### config.mk
export PLATFORM = sky130hd
export DESIGN_NAME = arcade_input_ctrl
export DESIGN_NICKNAME = d
export VERILOG_FILES = /design/src/rtl/arcade_input_pkg.sv /design/src/rtl/coin_pulse_fsm.sv /design/src/rtl/arcade_input_ctrl.sv
export SDC_FILE = /design/constraint.sdc
export NUM_CORES = 1
export LEC_CHECK = 0
export CAP_MARGIN = 5
export CORE_MARGIN = 3
export CORE_UTILIZATION = 60
export DETAILED_ROUTE_END_ITERATION = 12
export GPL_ROUTABILITY_DRIVEN = 0
export GPL_TIMING_DRIVEN = 0
export PLACE_DENSITY = 0.89
export SYNTH_ARGS = -nofsm -noshare
export SYNTH_HDL_FRONTEND = slang
export SYNTH_HIERARCHICAL = 1
export SYNTH_SLANG_ARGS = --single-unit
### constraint.sdc
create_clock -name clk_sys -period 3.39 [get_ports clk_sys]
set_input_delay 0.678 -clock clk_sys [delete_from_list [all_inputs] [get_ports clk_sys]]
set_output_delay 0.678 -clock clk_sys [all_outputs]
set_load 0.005 [all_outputs]
### src/rtl/arcade_input_pkg.sv
// Shared constants for the phoenix input conditioner: PS/2 scan codes,
// joystick bit positions and the coin FSM state type.
package arcade_input_pkg;

  localparam logic [7:0] KEY_UP      = 8'h75;
  localparam logic [7:0] KEY_DOWN    = 8'h72;
  localparam logic [7:0] KEY_LEFT    = 8'h6B;
  localparam logic [7:0] KEY_RIGHT   = 8'h74;
  localparam logic [7:0] KEY_COIN    = 8'h76;
  localparam logic [7:0] KEY_F1      = 8'h05;
  localparam logic [7:0] KEY_F2      = 8'h06;
  localparam logic [7:0] KEY_FIRE    = 8'h29;
  localparam logic [7:0] KEY_BARRIER = 8'h11;

  localparam int JOY_R       = 0;
  localparam int JOY_L       = 1;
  localparam int JOY_D       = 2;
  localparam int JOY_U       = 3;
  localparam int JOY_FIRE    = 4;
  localparam int JOY_BARRIER = 5;

  typedef enum logic [1:0] {
    IDLE    = 2'd0,
    PULSE   = 2'd1,
    LOCKOUT = 2'd2
  } coin_state_t;

  function automatic int max2(input int a, input int b);
    return (a > b) ? a : b;
  endfunction

endpackage

### src/rtl/coin_pulse_fsm.sv
// Turns the rising edge of the coin key latch into a fixed-length pulse,
// followed by a lockout window during which further edges are ignored.
module coin_pulse_fsm
  import arcade_input_pkg::*;
#(
  parameter int COIN_PULSE   = 1100000,
  parameter int COIN_LOCKOUT = 2200000
) (
  input  logic       clk_sys,
  input  logic       reset,
  input  logic       coin_level,
  output logic       coin_pulse,
  output logic [1:0] state_dbg
);

  localparam int CW = $clog2(max2(COIN_PULSE, COIN_LOCKOUT) + 1);
  localparam logic [CW-1:0] PULSE_LAST = CW'(COIN_PULSE - 1);
  localparam logic [CW-1:0] LOCK_LAST  = CW'(COIN_LOCKOUT - 1);

  coin_state_t   state;
  coin_state_t   state_next;
  logic [CW-1:0] cnt;
  logic [CW-1:0] cnt_next;
  logic          coin_prev;
  logic          coin_rise;

  assign coin_rise = coin_level & ~coin_prev;
  assign state_dbg = state;

  always_ff @(posedge clk_sys) begin
    if (reset) begin
      state      <= IDLE;
      cnt        <= '0;
      coin_prev  <= 1'b0;
      coin_pulse <= 1'b0;
    end else begin
      state      <= state_next;
      cnt        <= cnt_next;
      coin_prev  <= coin_level;
      coin_pulse <= (state_next == PULSE);
    end
  end

  // cnt counts cycles already spent in the current timed state; it only
  // increments below its terminal value, so it can never wrap.
  always_comb begin
    state_next = state;
    cnt_next   = cnt;
    case (state)
      IDLE: begin
        if (coin_rise) begin
          state_next = PULSE;
          cnt_next   = '0;
        end
      end
      PULSE: begin
        if (cnt >= PULSE_LAST) begin
          state_next = LOCKOUT;
          cnt_next   = '0;
        end else begin
          cnt_next = cnt + 1'b1;
        end
      end
      LOCKOUT: begin
        if (cnt >= LOCK_LAST) begin
          state_next = IDLE;
          cnt_next   = '0;
        end else begin
          cnt_next = cnt + 1'b1;
        end
      end
      default: begin
        state_next = IDLE;
        cnt_next   = '0;
      end
    endcase
  end

endmodule

### src/rtl/arcade_input_ctrl.sv
// Input conditioner for the phoenix core: PS/2 key latches merged with both
// joysticks, rotate mapping, left/right SOCD, coin pulse shaping, autofire.
module arcade_input_ctrl
  import arcade_input_pkg::*;
#(
  parameter int COIN_PULSE    = 1100000,
  parameter int COIN_LOCKOUT  = 2200000,
  parameter int AUTOFIRE_HALF = 550000
) (
  input  logic       clk_sys,
  input  logic       reset,
  input  logic       key_strobe,
  input  logic       key_pressed,
  input  logic [7:0] key_code,
  input  logic [7:0] joystick_0,
  input  logic [7:0] joystick_1,
  input  logic       rotate_ctrl,
  input  logic       autofire_en,
  output logic       btn_coin,
  output logic [1:0] btn_start,
  output logic       btn_left,
  output logic       btn_right,
  output logic       btn_fire,
  output logic       btn_barrier,
  output logic [1:0] coin_state
);

  localparam int AW = $clog2(AUTOFIRE_HALF + 1);
  localparam logic [AW-1:0] AF_LAST = AW'(AUTOFIRE_HALF - 1);

  logic k_up, k_down, k_left, k_right, k_coin, k_f1, k_f2, k_fire, k_barrier;

  always_ff @(posedge clk_sys) begin
    if (reset) begin
      k_up      <= 1'b0;
      k_down    <= 1'b0;
      k_left    <= 1'b0;
      k_right   <= 1'b0;
      k_coin    <= 1'b0;
      k_f1      <= 1'b0;
      k_f2      <= 1'b0;
      k_fire    <= 1'b0;
      k_barrier <= 1'b0;
    end else if (key_strobe) begin
      case (key_code)
        KEY_UP:      k_up      <= key_pressed;
        KEY_DOWN:    k_down    <= key_pressed;
        KEY_LEFT:    k_left    <= key_pressed;
        KEY_RIGHT:   k_right   <= key_pressed;
        KEY_COIN:    k_coin    <= key_pressed;
        KEY_F1:      k_f1      <= key_pressed;
        KEY_F2:      k_f2      <= key_pressed;
        KEY_FIRE:    k_fire    <= key_pressed;
        KEY_BARRIER: k_barrier <= key_pressed;
        default: ;
      endcase
    end
  end

  // Rotated cabinet: the up/down controls steer the ship.
  logic raw_left, raw_right, raw_fire, raw_barrier;

  assign raw_left = rotate_ctrl
      ? (k_left | joystick_0[JOY_L] | joystick_1[JOY_L])
      : (k_down | joystick_0[JOY_D] | joystick_1[JOY_D]);
  assign raw_right = rotate_ctrl
      ? (k_right | joystick_0[JOY_R] | joystick_1[JOY_R])
      : (k_up    | joystick_0[JOY_U] | joystick_1[JOY_U]);
  assign raw_fire    = k_fire    | joystick_0[JOY_FIRE]    | joystick_1[JOY_FIRE];
  assign raw_barrier = k_barrier | joystick_0[JOY_BARRIER] | joystick_1[JOY_BARRIER];

  logic unused_joy;
  assign unused_joy = ^{joystick_0[7:6], joystick_1[7:6]};

  // SOCD: the most recently pressed side wins; a simultaneous press of both
  // sides (tie) blanks both until either one is released.
  logic prev_left, prev_right, last_right, tie;
  logic rise_left, rise_right, both_held, dir_right, hold_tie;
  logic left_next, right_next;

  always_comb begin
    rise_left  = raw_left & ~prev_left;
    rise_right = raw_right & ~prev_right;
    both_held  = raw_left & raw_right;
    hold_tie   = tie | (rise_left & rise_right);
    dir_right  = last_right;
    if (rise_right && !rise_left) dir_right = 1'b1;
    if (rise_left && !rise_right) dir_right = 1'b0;
    left_next  = raw_left  & ~(both_held & (hold_tie |  dir_right));
    right_next = raw_right & ~(both_held & (hold_tie | ~dir_right));
  end

  // Autofire: af_cnt counts cycles within the current half-period, af_low
  // marks the low half. Released fire or disabled autofire restarts high.
  logic [AW-1:0] af_cnt, af_cnt_next;
  logic          af_low, af_low_next, fire_next;

  always_comb begin
    af_cnt_next = '0;
    af_low_next = 1'b0;
    fire_next   = raw_fire;
    if (raw_fire && autofire_en) begin
      fire_next = ~af_low;
      if (af_cnt >= AF_LAST) begin
        af_cnt_next = '0;
        af_low_next = ~af_low;
      end else begin
        af_cnt_next = af_cnt + 1'b1;
        af_low_next = af_low;
      end
    end
  end

  always_ff @(posedge clk_sys) begin
    if (reset) begin
      prev_left   <= 1'b0;
      prev_right  <= 1'b0;
      last_right  <= 1'b0;
      tie         <= 1'b0;
      af_cnt      <= '0;
      af_low      <= 1'b0;
      btn_left    <= 1'b0;
      btn_right   <= 1'b0;
      btn_fire    <= 1'b0;
      btn_barrier <= 1'b0;
      btn_start   <= 2'b00;
    end else begin
      prev_left   <= raw_left;
      prev_right  <= raw_right;
      last_right  <= dir_right;
      tie         <= both_held & hold_tie;
      af_cnt      <= af_cnt_next;
      af_low      <= af_low_next;
      btn_left    <= left_next;
      btn_right   <= right_next;
      btn_fire    <= fire_next;
      btn_barrier <= raw_barrier;
      btn_start   <= {k_f2, k_f1};
    end
  end

  coin_pulse_fsm #(
    .COIN_PULSE   (COIN_PULSE),
    .COIN_LOCKOUT (COIN_LOCKOUT)
  ) u_coin (
    .clk_sys    (clk_sys),
    .reset      (reset),
    .coin_level (k_coin),
    .coin_pulse (btn_coin),
    .state_dbg  (coin_state)
  );

endmodule

==> flow_summary.json, run 1 <==
{
  "total_vias_in_the_final_route": 3338,
  "r2r_worst_path_depth": 7,
  "critical_path.max_stage_delay_ps": 920,
  "grt_overflow_total": 0,
  "vias_in_the_first_global_route": 3311,
  "seq_area_frac_synth_pct": 36.9,
  "largest_net_degree_at_the_start_of_global_routing": 13,
  "dpl.hpwl_um": 6090,
  "cts_inserted_buffers": 9,
  "post-route-drc-count": 0,
  "cts_tree": "built",
  "multi_input_comb_area_mm2": 0.00208,
  "cts.reportedPaths.clkPinSlew_ps": 70,
  "worst_ep_required_time_ps": 3630,
  "timing_hold_violations_final": 0,
  "layout.nets": 489,
  "drt_iter0_drc": 186,
  "setup.worst_path.end_class": "flop",
  "yosysUniqueCellTypes": 70,
  "power_density_mw_per_mm2": 374,
  "numClockSinks": 66,
  "clk_lat_worst_skew_ps": 360,
  "async_flop_share_pct": 0,
  "final_layout_size_suffix_gt1_share_pct": 13.5,
  "wl_met3_um": 455,
  "drt_antenna_net_count": 0,
  "ctsLongestPathBuffers": 2,
  "post_synth.cell_area_avg_um2": 8.76,
  "crit_path_top_delay_cell": "sky130_fd_sc_hd__nor4_1",
  "crit_top_cell": "sky130_fd_sc_hd__nand4_1",
  "initial_utilization_pct": 63.5,
  "outcome": "finished clean",
  "number_of_antenna_violations_at_the_first_check_in_global_routing": 0,
  "synth_area_mm2": 0.00358,
  "layout.cells.most_common_list": "66 x sky130_fd_sc_hd__dfxtp_1, 34 x sky130_fd_sc_hd__nor2_1, 33 x sky130_fd_sc_hd__clkdlybuf4s50_1",
  "type_of_the_tightest_min_delay_check": "flop to flop",
  "routedWlPerCell_um": 16.7,
  "cts_root_buf": "sky130_fd_sc_hd__clkbuf_8",
  "setup_viol": 0,
  "crit_arrival_ps": 2790,
  "post-synth-top-area-fraction_pct": 36.9,
  "route.met2.wl_um": 4380,
  "synth_flop_cell": "sky130_fd_sc_hd__dfxtp_1",
  "synth_nets": 445,
  "grt_pass1_wl_um": 14800,
  "highest-signal-layer": "met4",
  "cellLeakagePower_nw": 1.48,
  "post_drt_via_cell_ratio": 6.30,
  "cp_max_fo": 6,
  "startpoint_type": "flop",
  "postCtsSetupBuffers": 0,
  "hold-path-cell-count": 1,
  "post-route-min-period_ps": 2540,
  "period_utilization_pct": 75.0,
  "fmax_ghz": 0.393,
  "cts_hold_repair.buffers": 0,
  "dp_cells": 514,
  "htreeDepth": 3,
  "diodes": 0,
  "timing.setup.tns_ps": 0,
  "wl_met1_um": 3730,
  "cp_cell_sequence": "ha_1 -> nand4_1 -> nor4_1 -> nand4_1 -> and3_1 -> o21ai_0 -> nand2_1",
  "portBuffers": 33,
  "finalNonFillerCells": 530,
  "maxSlewViolCount": 0,
  "max-vdd-ir-drop_mv": 0.272,
  "ctsResizeCount": 0,
  "post_synth_main_area_contributors": "sky130_fd_sc_hd__dfxtp_1 37%, sky130_fd_sc_hd__nand3_1 3.9%, sky130_fd_sc_hd__nor2_1 3.6%, sky130_fd_sc_hd__nor3_2 3.4%, sky130_fd_sc_hd__nand2_1 3.4%",
  "areaGrowthSynthToFinish_pct": 17.4,
  "clock_skew_ps": 7.27,
  "final.fill_count": 395,
  "die-height_um": 83.3,
  "area_of_all_sequential_standard_cells_mm2": 0.00132,
  "design.portCount": 39,
  "max_cap_violations": 0,
  "crit_path_kind": "flop to flop",
  "core_region_area_mm2": 0.00564,
  "synth_cells": 409,
  "synth_edf_count": 0,
  "die_wd_um": 83.3,
  "crit_path_max_delay_family": "simple AND/OR/NAND/NOR gates",
  "routed_wl_um": 8870,
  "yosys_register_bits": 66,
  "dieArea_mm2": 0.00693,
  "worstSetupPathDepth": 7,
  "path_buf_inv": 0,
  "layout.cells.most_common": "sky130_fd_sc_hd__dfxtp_1",
  "firstDrtPassIters": 5,
  "slew_headroom_pct": 28.7,
  "gr-usage-all-layers_pct": 26.2,
  "tightest_slew_ps": 1060,
  "synth-warning-count": 6,
  "biggest_area_consumer_among_synthesized_cells": "sky130_fd_sc_hd__dfxtp_1",
  "core.rowCount": 27,
  "grt_setup_unrepaired": "no"
}
metrics by stage:
step           utilization, %  hold slack [ps]  power (mW)  area, um2  setup slack (ps)
6_report                 74.5              474        1.57       4200               848
5_1_grt                  74.5              486        1.62       4200               608
4_1_cts                  74.5              469        1.58       4200               912
2_1_floorplan               -              424       0.847       3580              1390
3_5_place_dp             70.9              446       0.900       4000               880
3_3_place_gp             70.9              448       0.896       4000               973
report_power, final:
part           internal (mW)  leakage (nW)  total [mW]  switching [mW]
Clock                  0.361         0.103       0.686           0.325
Combinational         0.0480         0.842      0.0961          0.0481
Sequential             0.783         0.534       0.789         0.00600
Total                   1.19          1.48        1.57           0.379
cell type report:
| class | count | share of cell area, % |
|---|---|---|
| Multi-Input combinational cell | 308 | 49.6 |
| Sequential cell | 66 | 31.4 |
| Timing Repair Buffer | 33 | 7.86 |
| Clock buffer | 10 | 3.27 |
| Buffer | 22 | 3.01 |
| Tap cell | 72 | 2.14 |
| Clock inverter | 6 | 1.55 |
| Inverter | 13 | 1.16 |
flip-flops by register name, summed over array words and instances (netlist names), 2 cells and up:
register          count
u_coin/state_dbg      2
u_coin/cnt           22
af_cnt               20
btn_start             2
metal layers:
layer | track usage (%) | vias up
li1 | - | 1605
met3 | 5.85 | 32
met1 | 30.2 | 1577
met2 | 45.4 | 124
met4 | 13.4 | 0
met5 | 0 | -
path summary, 6_finish.rpt:
| path | start | endpoint | slack (ps) |
|---|---|---|---|
| min | k_f2 | btn_start[1] | 470 |
| min reg2reg | k_f2 | btn_start[1] | 470 |
| max reg2reg | u_coin/cnt[0] | u_coin/cnt[18] | 850 |
| max | u_coin/cnt[0] | u_coin/cnt[18] | 850 |
Yosys cell counts, drive strengths merged (2+ instances only):
| cell type | number |
|---|---|
| a211oi | 10 |
| a21o | 3 |
| a21oi | 9 |
| a311oi | 2 |
| a31oi | 8 |
| a41oi | 2 |
| and2 | 3 |
| and3 | 11 |
| and4 | 3 |
| buf | 8 |
| clkbuf | 13 |
| dfxtp | 66 |
| ha | 6 |
| inv | 13 |
| mux2i | 9 |
| nand2 | 32 |
| nand2b | 5 |
| nand3 | 28 |
| nand3b | 2 |
| nand4 | 13 |
| nand4b | 2 |
| nor2 | 36 |
| nor2b | 5 |
| nor3 | 20 |
| nor3b | 6 |
| nor4 | 16 |
| nor4b | 2 |
| o211ai | 5 |
| o21a | 3 |
| o21ai | 13 |
| o311ai | 2 |
| o31ai | 3 |
| or3 | 11 |
| or3b | 2 |
| or4 | 4 |
| or4b | 3 |
| xnor2 | 7 |
| xor2 | 10 |
logic make-up after synthesis:
family	synth area share, %
xor gates and xnor gates	4.16
muxes	2.52
buffers and inverters	4.89
DFF	36.9
AOI/OAI and AO/OA	15.1
adders and majority gates	2.38
and+or+nand+nor	34.0
No activity file was read; power rests on OpenSTA's default activity.
==> run 2: changes to the inputs <==
Settings changed: CORE_UTILIZATION 60 to 57, PLACE_DENSITY 0.89 to 0.85.
Clock period 3.39 ns to 2.35 ns, I/O delays scaled along.
==> flow_summary.json, run 2 (same netlist as run 1, synthesis figures left out) <==
{
  "outcome": "finished clean",
  "diodes": 0,
  "crit_path_top_delay_cell": "sky130_fd_sc_hd__or3_1",
  "hold_path_startpoint": "k_f1",
  "grt_pass1_wl_um": 13900,
  "initial_utilization_pct": 59.8,
  "cts.reportedPaths.clkPinSlew_ps": 70,
  "path_buf_inv": 1,
  "cts_tree": "built",
  "cts_hold_repair.buffers": 0,
  "final_design_area_no_fill_mm2": 0.00424,
  "grt_setup_unrepaired": "no",
  "core_region_area_mm2": 0.00599,
  "largest-register": "u_coin/cnt",
  "number_of_antenna_violations_at_the_first_check_in_global_routing": 0,
  "layout.cells.most_common_list": "65 x sky130_fd_sc_hd__dfxtp_1, 34 x sky130_fd_sc_hd__nor2_1, 33 x sky130_fd_sc_hd__clkdlybuf4s50_1",
  "r2r_worst_path_depth": 8,
  "cts_inserted_buffers": 9,
  "layout.nets": 488,
  "grt_overflow_total": 0,
  "timing.setup.tns_ps": 0,
  "rr_startpoint": "u_coin/cnt[0]",
  "fmax_ghz": 0.447,
  "maxSlewViolCount": 0,
  "clk_lat_worst_skew_ps": 350,
  "numClockSinks": 66,
  "post-route-min-period_ps": 2240,
  "post-route-drc-count": 0,
  "clock_skew_ps": 8.35,
  "largest_net_degree_at_the_start_of_global_routing": 12,
  "fin_util_pct": 70.8,
  "layout.cells.most_common": "sky130_fd_sc_hd__dfxtp_1",
  "die_wd_um": 85.3,
  "timing_hold_violations_final": 0,
  "areaGrowthSynthToFinish_pct": 18.4,
  "max_cap_violations": 0,
  "die-height_um": 85.3,
  "total_vias_in_the_final_route": 3267,
  "critical_path.max_stage_delay_ps": 410,
  "crit_arrival_ps": 2460,
  "core.rowCount": 28,
  "firstDrtPassIters": 4,
  "cp_cell_sequence": "ha_2 -> nand3_1 -> or3_1 -> a31oi_4 -> o22ai_2 -> buf_6 -> o221a_2 -> a21boi_0",
  "r2r_end": "u_coin/coin_pulse",
  "final_layout_size_suffix_gt1_share_pct": 13.8,
  "vias_in_the_first_global_route": 3170,
  "power_density_mw_per_mm2": 520,
  "worst_case_register_to_register_setup_slack_ps": 110,
  "drt_antenna_net_count": 0,
  "hold-path-cell-count": 1,
  "crit_path_kind": "flop to flop",
  "portBuffers": 33,
  "cts_root_buf": "sky130_fd_sc_hd__clkbuf_8",
  "cp_max_fo": 10,
  "worst_ep_required_time_ps": 2570,
  "ctsLongestPathBuffers": 2,
  "largest_registers": "u_coin/cnt: 22 flops, af_cnt: 20 flops",
  "max-vdd-ir-drop_mv": 0.508,
  "finalNonFillerCells": 532,
  "htreeDepth": 3,
  "drt_iter0_drc": 184,
  "tightest_slew_ps": 697,
  "largest_register_ffs": 22,
  "period_utilization_pct": 95.1,
  "design.portCount": 39,
  "dpl.hpwl_um": 5860,
  "slew_headroom_pct": 53.6,
  "post_drt_via_cell_ratio": 6.14,
  "dp_cells": 517,
  "dieArea_mm2": 0.00727,
  "gr-usage-all-layers_pct": 23.5,
  "setup.worst_path.end_class": "flop",
  "setup_viol": 0,
  "routed_wl_um": 8160,
  "routedWlPerCell_um": 15.3,
  "min_to": "btn_start[0]",
  "crit_path_max_delay_family": "compound AO/OA/AOI/OAI gates",
  "power_after_layout_mw": 2.20,
  "post_dp_cell_area_mm2": 0.00401,
  "cellLeakagePower_nw": 1.50,
  "startpoint_type": "flop",
  "type_of_the_tightest_min_delay_check": "flop to flop"
}
-- run 2: how the worst max path moves through the flow --
stage | endpoint | start | cells after the start
after floorplan | u_coin/coin_pulse | u_coin/cnt[0] | 8
after global placement | u_coin/cnt[20] | u_coin/cnt[0] | 7
after detailed placement | u_coin/cnt[18] | u_coin/cnt[0] | 7
after CTS | u_coin/cnt[5] | u_coin/cnt[0] | 8
after global routing | u_coin/cnt[12] | u_coin/cnt[0] | 9
final | u_coin/coin_pulse | u_coin/cnt[0] | 8
-- run 2: layout make-up --
type	count	area, um2
multi-input combinational	308	2130
sequential	66	1320
buffer	21	125
inverter	13	48.8
fill	466	1750
tap	75	93.8
timing repair buffer	33	330
clock buffer	12	135
clock inverter	4	52.6
-- run 2: power by group --
part / switching, mW / internal (mW)
logic: 0.0648 / 0.0694
clock network: 0.437 / 0.493
registers: 0.00791 / 1.13
-- run 2: through the flow --
stage	hold WS, ps	setup WS (ps)
final	466	114
after CTS	468	48.3
after global placement	454	-16.8
after global routing	482	13.1
after floorplan	424	346
after detailed placement	453	-73.6
-- run 2: worst register-to-register path, stage by stage, from the launching register on --
cell,delay (ps)
sky130_fd_sc_hd__dfxtp_1,390
sky130_fd_sc_hd__ha_2,230
sky130_fd_sc_hd__nand3_1,90
sky130_fd_sc_hd__or3_1,410
sky130_fd_sc_hd__a31oi_4,250
sky130_fd_sc_hd__o22ai_2,150
sky130_fd_sc_hd__buf_6,170
sky130_fd_sc_hd__o221a_2,280
sky130_fd_sc_hd__a21boi_0,140
-- run 2: routing by layer --
layer  GRT usage, %  vias to the layer above  part of all wire, %
met4           11.1                        0                  2.5
met1           28.0                     1528                   43
li1               -                     1604                    -
met3           6.41                       24                  5.6
met2           39.2                      111                   48
met5              0                        -                    0
-- run 2: repair_timing --
item	CTS	global route
pin swaps	0	0
buffers inserted	0	0
cloned	0	0
resized for setup	1	8
endpoints found under the hold margin	0	0
setup endpoints to repair	3	16
==> run 3: changes to the inputs <==
Settings changed: CTS_CLUSTER_DIAMETER set to 120.
==> results of run 3 <==
Same layout as run 2: the final DEF is identical, and so are final timing and power.
